[src/rtl/ks_adder_pipe.sv]
// Segment-pipelined Kogge-Stone adder/subtractor: BW bits split into SEG segments,
// one segment resolved per stage, carry handed to the next segment one cycle later.
module ks_adder_pipe #(
  parameter int unsigned BW  = 32,
  parameter int unsigned SEG = 2
) (
  input  logic          CLK,
  input  logic          RESETn,
  input  logic          en,
  input  logic          in_valid,
  input  logic          sub,
  input  logic [BW-1:0] A,
  input  logic [BW-1:0] B,
  input  logic          cin,
  output logic          out_valid,
  output logic [BW-1:0] sum,
  output logic          cout,
  output logic          ovf
);

  localparam int unsigned W = BW / SEG;

  logic [BW-1:0] b_eff;
  logic          c0;

  // Subtract is A + ~B + 1; the effective operand travels down the pipe with its data.
  assign b_eff = sub ? ~B : B;
  assign c0    = sub | cin;

  // W-bit Kogge-Stone carry vector: returns {c[W], ..., c[1], c[0]=ci}.
  function automatic logic [W:0] ks_carry(input logic [W-1:0] a, input logic [W-1:0] b,
                                          input logic ci);
    logic [W-1:0] g;
    logic [W-1:0] p;
    logic [W-1:0] gn;
    logic [W-1:0] pn;
    logic [W:0]   c;
    g = a & b;
    p = a ^ b;
    for (int d = 1; d < int'(W); d = d * 2) begin
      gn = g;
      pn = p;
      for (int i = d; i < int'(W); i++) begin
        gn[i] = g[i] | (p[i] & g[i-d]);
        pn[i] = p[i] & p[i-d];
      end
      g = gn;
      p = pn;
    end
    c[0] = ci;
    // Grey cells fold the segment carry-in into every group prefix.
    for (int i = 0; i < int'(W); i++) begin
      c[i+1] = g[i] | (p[i] & ci);
    end
    return c;
  endfunction

  genvar k;

  // Skew registers: stage k holds the operand bits above segment k for later segments.
  for (k = 0; k < int'(SEG) - 1; k++) begin : g_skew
    localparam int unsigned UW = BW - (k + 1) * W;
    logic [UW-1:0] a_d;
    logic [UW-1:0] b_d;
    logic [UW-1:0] a_q;
    logic [UW-1:0] b_q;

    if (k == 0) begin : g_src
      assign a_d = A[BW-1:W];
      assign b_d = b_eff[BW-1:W];
    end else begin : g_src
      assign a_d = g_skew[k-1].a_q[UW+W-1:W];
      assign b_d = g_skew[k-1].b_q[UW+W-1:W];
    end

    always_ff @(posedge CLK or negedge RESETn) begin
      if (!RESETn) begin
        a_q <= '0;
        b_q <= '0;
      end else if (en) begin
        a_q <= a_d;
        b_q <= b_d;
      end
    end
  end

  // Segment stages: each resolves W bits and appends them to the de-skewed lower sum.
  for (k = 0; k < int'(SEG); k++) begin : g_stage
    logic [W-1:0]         sa;
    logic [W-1:0]         sb;
    logic [W-1:0]         ss;
    logic                 sci;
    logic                 vin;
    logic [W:0]           cv;
    logic [(k+1)*W-1:0]   s_d;
    logic [(k+1)*W-1:0]   s_q;
    logic                 c_q;
    logic                 v_q;

    if (k == 0) begin : g_src
      assign sa  = A[W-1:0];
      assign sb  = b_eff[W-1:0];
      assign sci = c0;
      assign vin = in_valid;
      assign s_d = ss;
    end else begin : g_src
      assign sa  = g_skew[k-1].a_q[W-1:0];
      assign sb  = g_skew[k-1].b_q[W-1:0];
      assign sci = g_stage[k-1].c_q;
      assign vin = g_stage[k-1].v_q;
      assign s_d = {ss, g_stage[k-1].s_q};
    end

    assign cv = ks_carry(sa, sb, sci);
    assign ss = sa ^ sb ^ cv[W-1:0];

    always_ff @(posedge CLK or negedge RESETn) begin
      if (!RESETn) begin
        s_q <= '0;
        c_q <= 1'b0;
        v_q <= 1'b0;
      end else if (en) begin
        s_q <= s_d;
        c_q <= cv[W];
        v_q <= vin;
      end
    end

    // Only the top segment sees bit BW-1, so only it can flag signed overflow.
    if (k == int'(SEG) - 1) begin : g_last
      logic ovf_q;
      always_ff @(posedge CLK or negedge RESETn) begin
        if (!RESETn) begin
          ovf_q <= 1'b0;
        end else if (en) begin
          ovf_q <= cv[W] ^ cv[W-1];
        end
      end
    end
  end

  assign sum       = g_stage[SEG-1].s_q;
  assign cout      = g_stage[SEG-1].c_q;
  assign out_valid = g_stage[SEG-1].v_q;
  assign ovf       = g_stage[SEG-1].g_last.ovf_q;

endmodule

[config.mk]
export PLATFORM = sky130hd
export DESIGN_NAME = ks_adder_pipe
export DESIGN_NICKNAME = d
export VERILOG_FILES = /design/src/rtl/ks_adder_pipe.sv
export SDC_FILE = /design/constraint.sdc
export NUM_CORES = 1
export LEC_CHECK = 0
export CAP_MARGIN = 25
export CELL_PAD_IN_SITES_DETAIL_PLACEMENT = 2
export CELL_PAD_IN_SITES_GLOBAL_PLACEMENT = 2
export CORE_MARGIN = 5
export CORE_UTILIZATION = 35
export DETAILED_ROUTE_END_ITERATION = 12
export PLACE_DENSITY = 0.86
export SLEW_MARGIN = 0
export SYNTH_ARGS = -nofsm -noshare
export SYNTH_HDL_FRONTEND = slang
export SYNTH_SLANG_ARGS = --single-unit
[constraint.sdc]
create_clock -name CLK -period 5.4 [get_ports CLK]
set_input_delay 0.54 -clock CLK [delete_from_list [all_inputs] [get_ports CLK]]
set_output_delay 0.54 -clock CLK [all_outputs]
set_load 0.02 [all_outputs]
==> impl_metrics.toml <==
[route]
num_vias = 3673
wl_per_cell_um = 19.0
firstDrtPassIters = 3
drc = 0
drt_wl_total_um = 13600
viasPerCell = 5.12
drt_iter0_markers = 135
antenna_left = 0

[setup_path]
r2r_cells = 8
end_kind = "register"
r2r-start = "g_skew[0].b_q[0]"
arrival_ns = 3.10
path_class = "primary input to register"
cp_max_fo = 4
cp.required_ns = 5.63
start_kind = "primary input"
r2r_setup_slack_ns = 2.73
worstReg2RegEnd = "sum[31]"

[pwr]
p_leak_nw = 2.67
power.switching_mw = 0.845
p_int_mw = 1.67
p_per_area_mw_per_mm2 = 398
comb_power_share_pct = 38.4
ir_drop_mv = 0.162
p_seq_share_pct = 36.3
clock_power_share_pct = 25.3
switching_share_pct = 33.6

[clock_tree]
cts-resized-gates = 0
cts_made_buffers = 9
htree_levels = 3
post-cts-setup-buffers = 0
cts.sinks = 85
tritoncts = "done"
clock_latency_ns = 0.35
cts_root_buf = "clkbuf_16"
ctsLongestPathBuffers = 2
cts.hold.buffers_added = 0
path_clk_slew_ns = 0.06

[global_route]
grt_max_degree = 63
grt_pass1_wl_um = 22400
antenna_found_initial = 0
grt.overflow.total = 0
grtUsageTotal_pct = 17.5
grt_pass1_vias = 4348

[synth]
yosys_warnings = 0
async_flop_share_pct = 100
synthXorXnorAreaFrac_pct = 9.97
synth_compound_area_share_pct = 13.4
synthAdderAreaFrac_pct = 9.37
syn_nets = 539
synth_mux_area_share_pct = 13.0
synth_ff_type = "dfrtp_1"
synth.distinct_cells = 50
syn_area_mm2 = 0.00483
synth-seq-area-share_pct = 44.0
synth_edf_count = 0
synth_top_family_by_area = "compound AO/OA/AOI/OAI gates"
synthCells = 434
synth-seq-cells = 85
syn_area_per_cell_um2 = 11.1
synthSimpleGateAreaFrac_pct = 7.95

[timing]
tightest_slew_ns = 0.718
hold_ws_ns = 0.141
period_share_pct = 53.1
finalWorstSetupSlack_ns = 2.53
rsz0062_at_grt = "false"
skew_ns = 0.00573
final_max_slew_viol_count = 0
relSlewSlack_pct = 52.1
setup_viol = 0
tns_ns = 0
hold_viol_final = 0
fmax_mhz = 349
period_minus_slack_ns = 2.87

[hold_path]
hold_class = "primary input to asynchronous set/reset pin"

[cells_and_area]
fin_area_mm2 = 0.00632
syn2layout_area_growth_pct = 30.8
layout-drive-gt1-share_pct = 16.5
diodes = 0
final_core_util_pct = 46.1
final_nets = 638

[placed_design]
dp_hpwl_um = 10100
io_buffers = 104
place_area_mm2 = 0.00602
gp_congestion = 0.874
pre_cts_ws_ns = 2.25

[floorplanning]
die_w_um = 128
core-area_mm2 = 0.0137
io_pins = 105
die_h_um = 128
rows = 43
start_util_pct = 35.2
die_area_mm2 = 0.0163

[run_status]
status = "complete, no violations"

[flow_run]
maxCapViolCount = 0
-- cell type report --
cell class / count / area [um2]
clock buffers: 10 / 239
clock inverters: 6 / 62.6
fillers: 1408 / 7400
inverters: 5 / 18.8
multi-input cells: 325 / 2600
flip-flops and latches: 85 / 2130
well taps: 180 / 225
repair buffers: 107 / 1050
-- cells by family after synthesis --
family	count (synthesis)
AND/OR/NAND/NOR	79
multiplexers	56
adder cells (fa/ha/maj)	35
buffers and inverters	24
flip-flops	85
AO/OA/AOI/OAI	100
XOR/XNOR	55
-- cells in the final DEF (no fill, tap or decap), drive strengths merged, types with 6 or more instances in the layout --
cell,count
a31oi,7
clkdlybuf4s50,101
ha,33
buf,6
nand2,10
o21ai,12
xnor2,28
nor2,34
xor2,27
mux2,55
clkbuf,10
nand4,8
a21oi,41
dfrtp,85
a21o,16
-- per-stage QoR --
| step | cells | total power, mW |
|---|---|---|
| finish | 718 | 2.51 |
| CTS | 718 | 2.55 |
| detailed placement | 702 | 1.89 |
| global placement | 702 | 1.84 |
| global route | 718 | 2.66 |
| floorplan | 434 | 1.47 |
-- synthesized netlist by cell type (all sizes together) (4+ instances only) --
cell    count  share of area, %
nor2b       5              0.65
xor2       27               4.9
nand2      10              0.78
ha         33               8.5
a21oi      41               4.5
inv         5              0.39
a31oi       7              0.91
nor2       34               2.6
a21o       16               2.5
nand3       4              0.41
nand4       8               1.0
dfrtp      85                44
o21a        5              0.78
xnor2      28               5.1
mux2       55                13
o21ai      12               1.3
clkbuf     19               1.9
-- worst max-delay path, cell delays in order --
cell and delay, ns:
clkdlybuf4s50_1 0.47, xor2_1 0.15, ha_1 0.30, a21oi_1 0.18, nor2b_1 0.06, o21ai_0 0.50
nand4_1 0.24, a31oi_1 0.30, xnor2_1 0.10, mux2_2 0.26
-- power by group through the flow --
stage | clock network (mW) | logic (mW) | registers, mW
after floorplan | 0 | 0.446 | 1.02
after global placement | 0 | 0.926 | 0.917
after CTS | 0.654 | 0.982 | 0.917
after detailed placement | 0 | 0.966 | 0.926
after global routing | 0.682 | 1.05 | 0.936
final | 0.635 | 0.965 | 0.913
-- metal layers --
metal / GRT usage [%] / routed length, um / up-vias
li1: - / - / 1752
met3: 4.64 / 560 / 20
met5: 0 / 0 / -
met1: 21.3 / 5980 / 1818
met4: 5.24 / 225 / 0
met2: 30.4 / 6850 / 83
-- registers in the layout (all words and copies together) (netlist names) --
register / flops
g_stage.v_q: 1
sum: 32
cout: 1
out_valid: 1
g_skew.a_q: 16
g_skew.b_q: 16
g_stage.s_q: 16
ovf: 1
g_stage.c_q: 1
-- worst max path at each step --
stage | start | to | slack, ns | cells past startpoint
2_1_floorplan | sub | g_stage[0].s_q[11] | 2.32 | 11
3_3_place_gp | B[0] | g_stage[0].s_q[11] | 2.37 | 10
3_5_place_dp | B[0] | g_stage[0].s_q[11] | 2.25 | 10
4_1_cts | B[3] | g_stage[0].s_q[14] | 2.52 | 10
5_1_grt | B[0] | g_stage[0].s_q[11] | 2.40 | 10
6_report | B[3] | g_stage[0].s_q[14] | 2.53 | 10
Power figures use the tool's default switching activity.
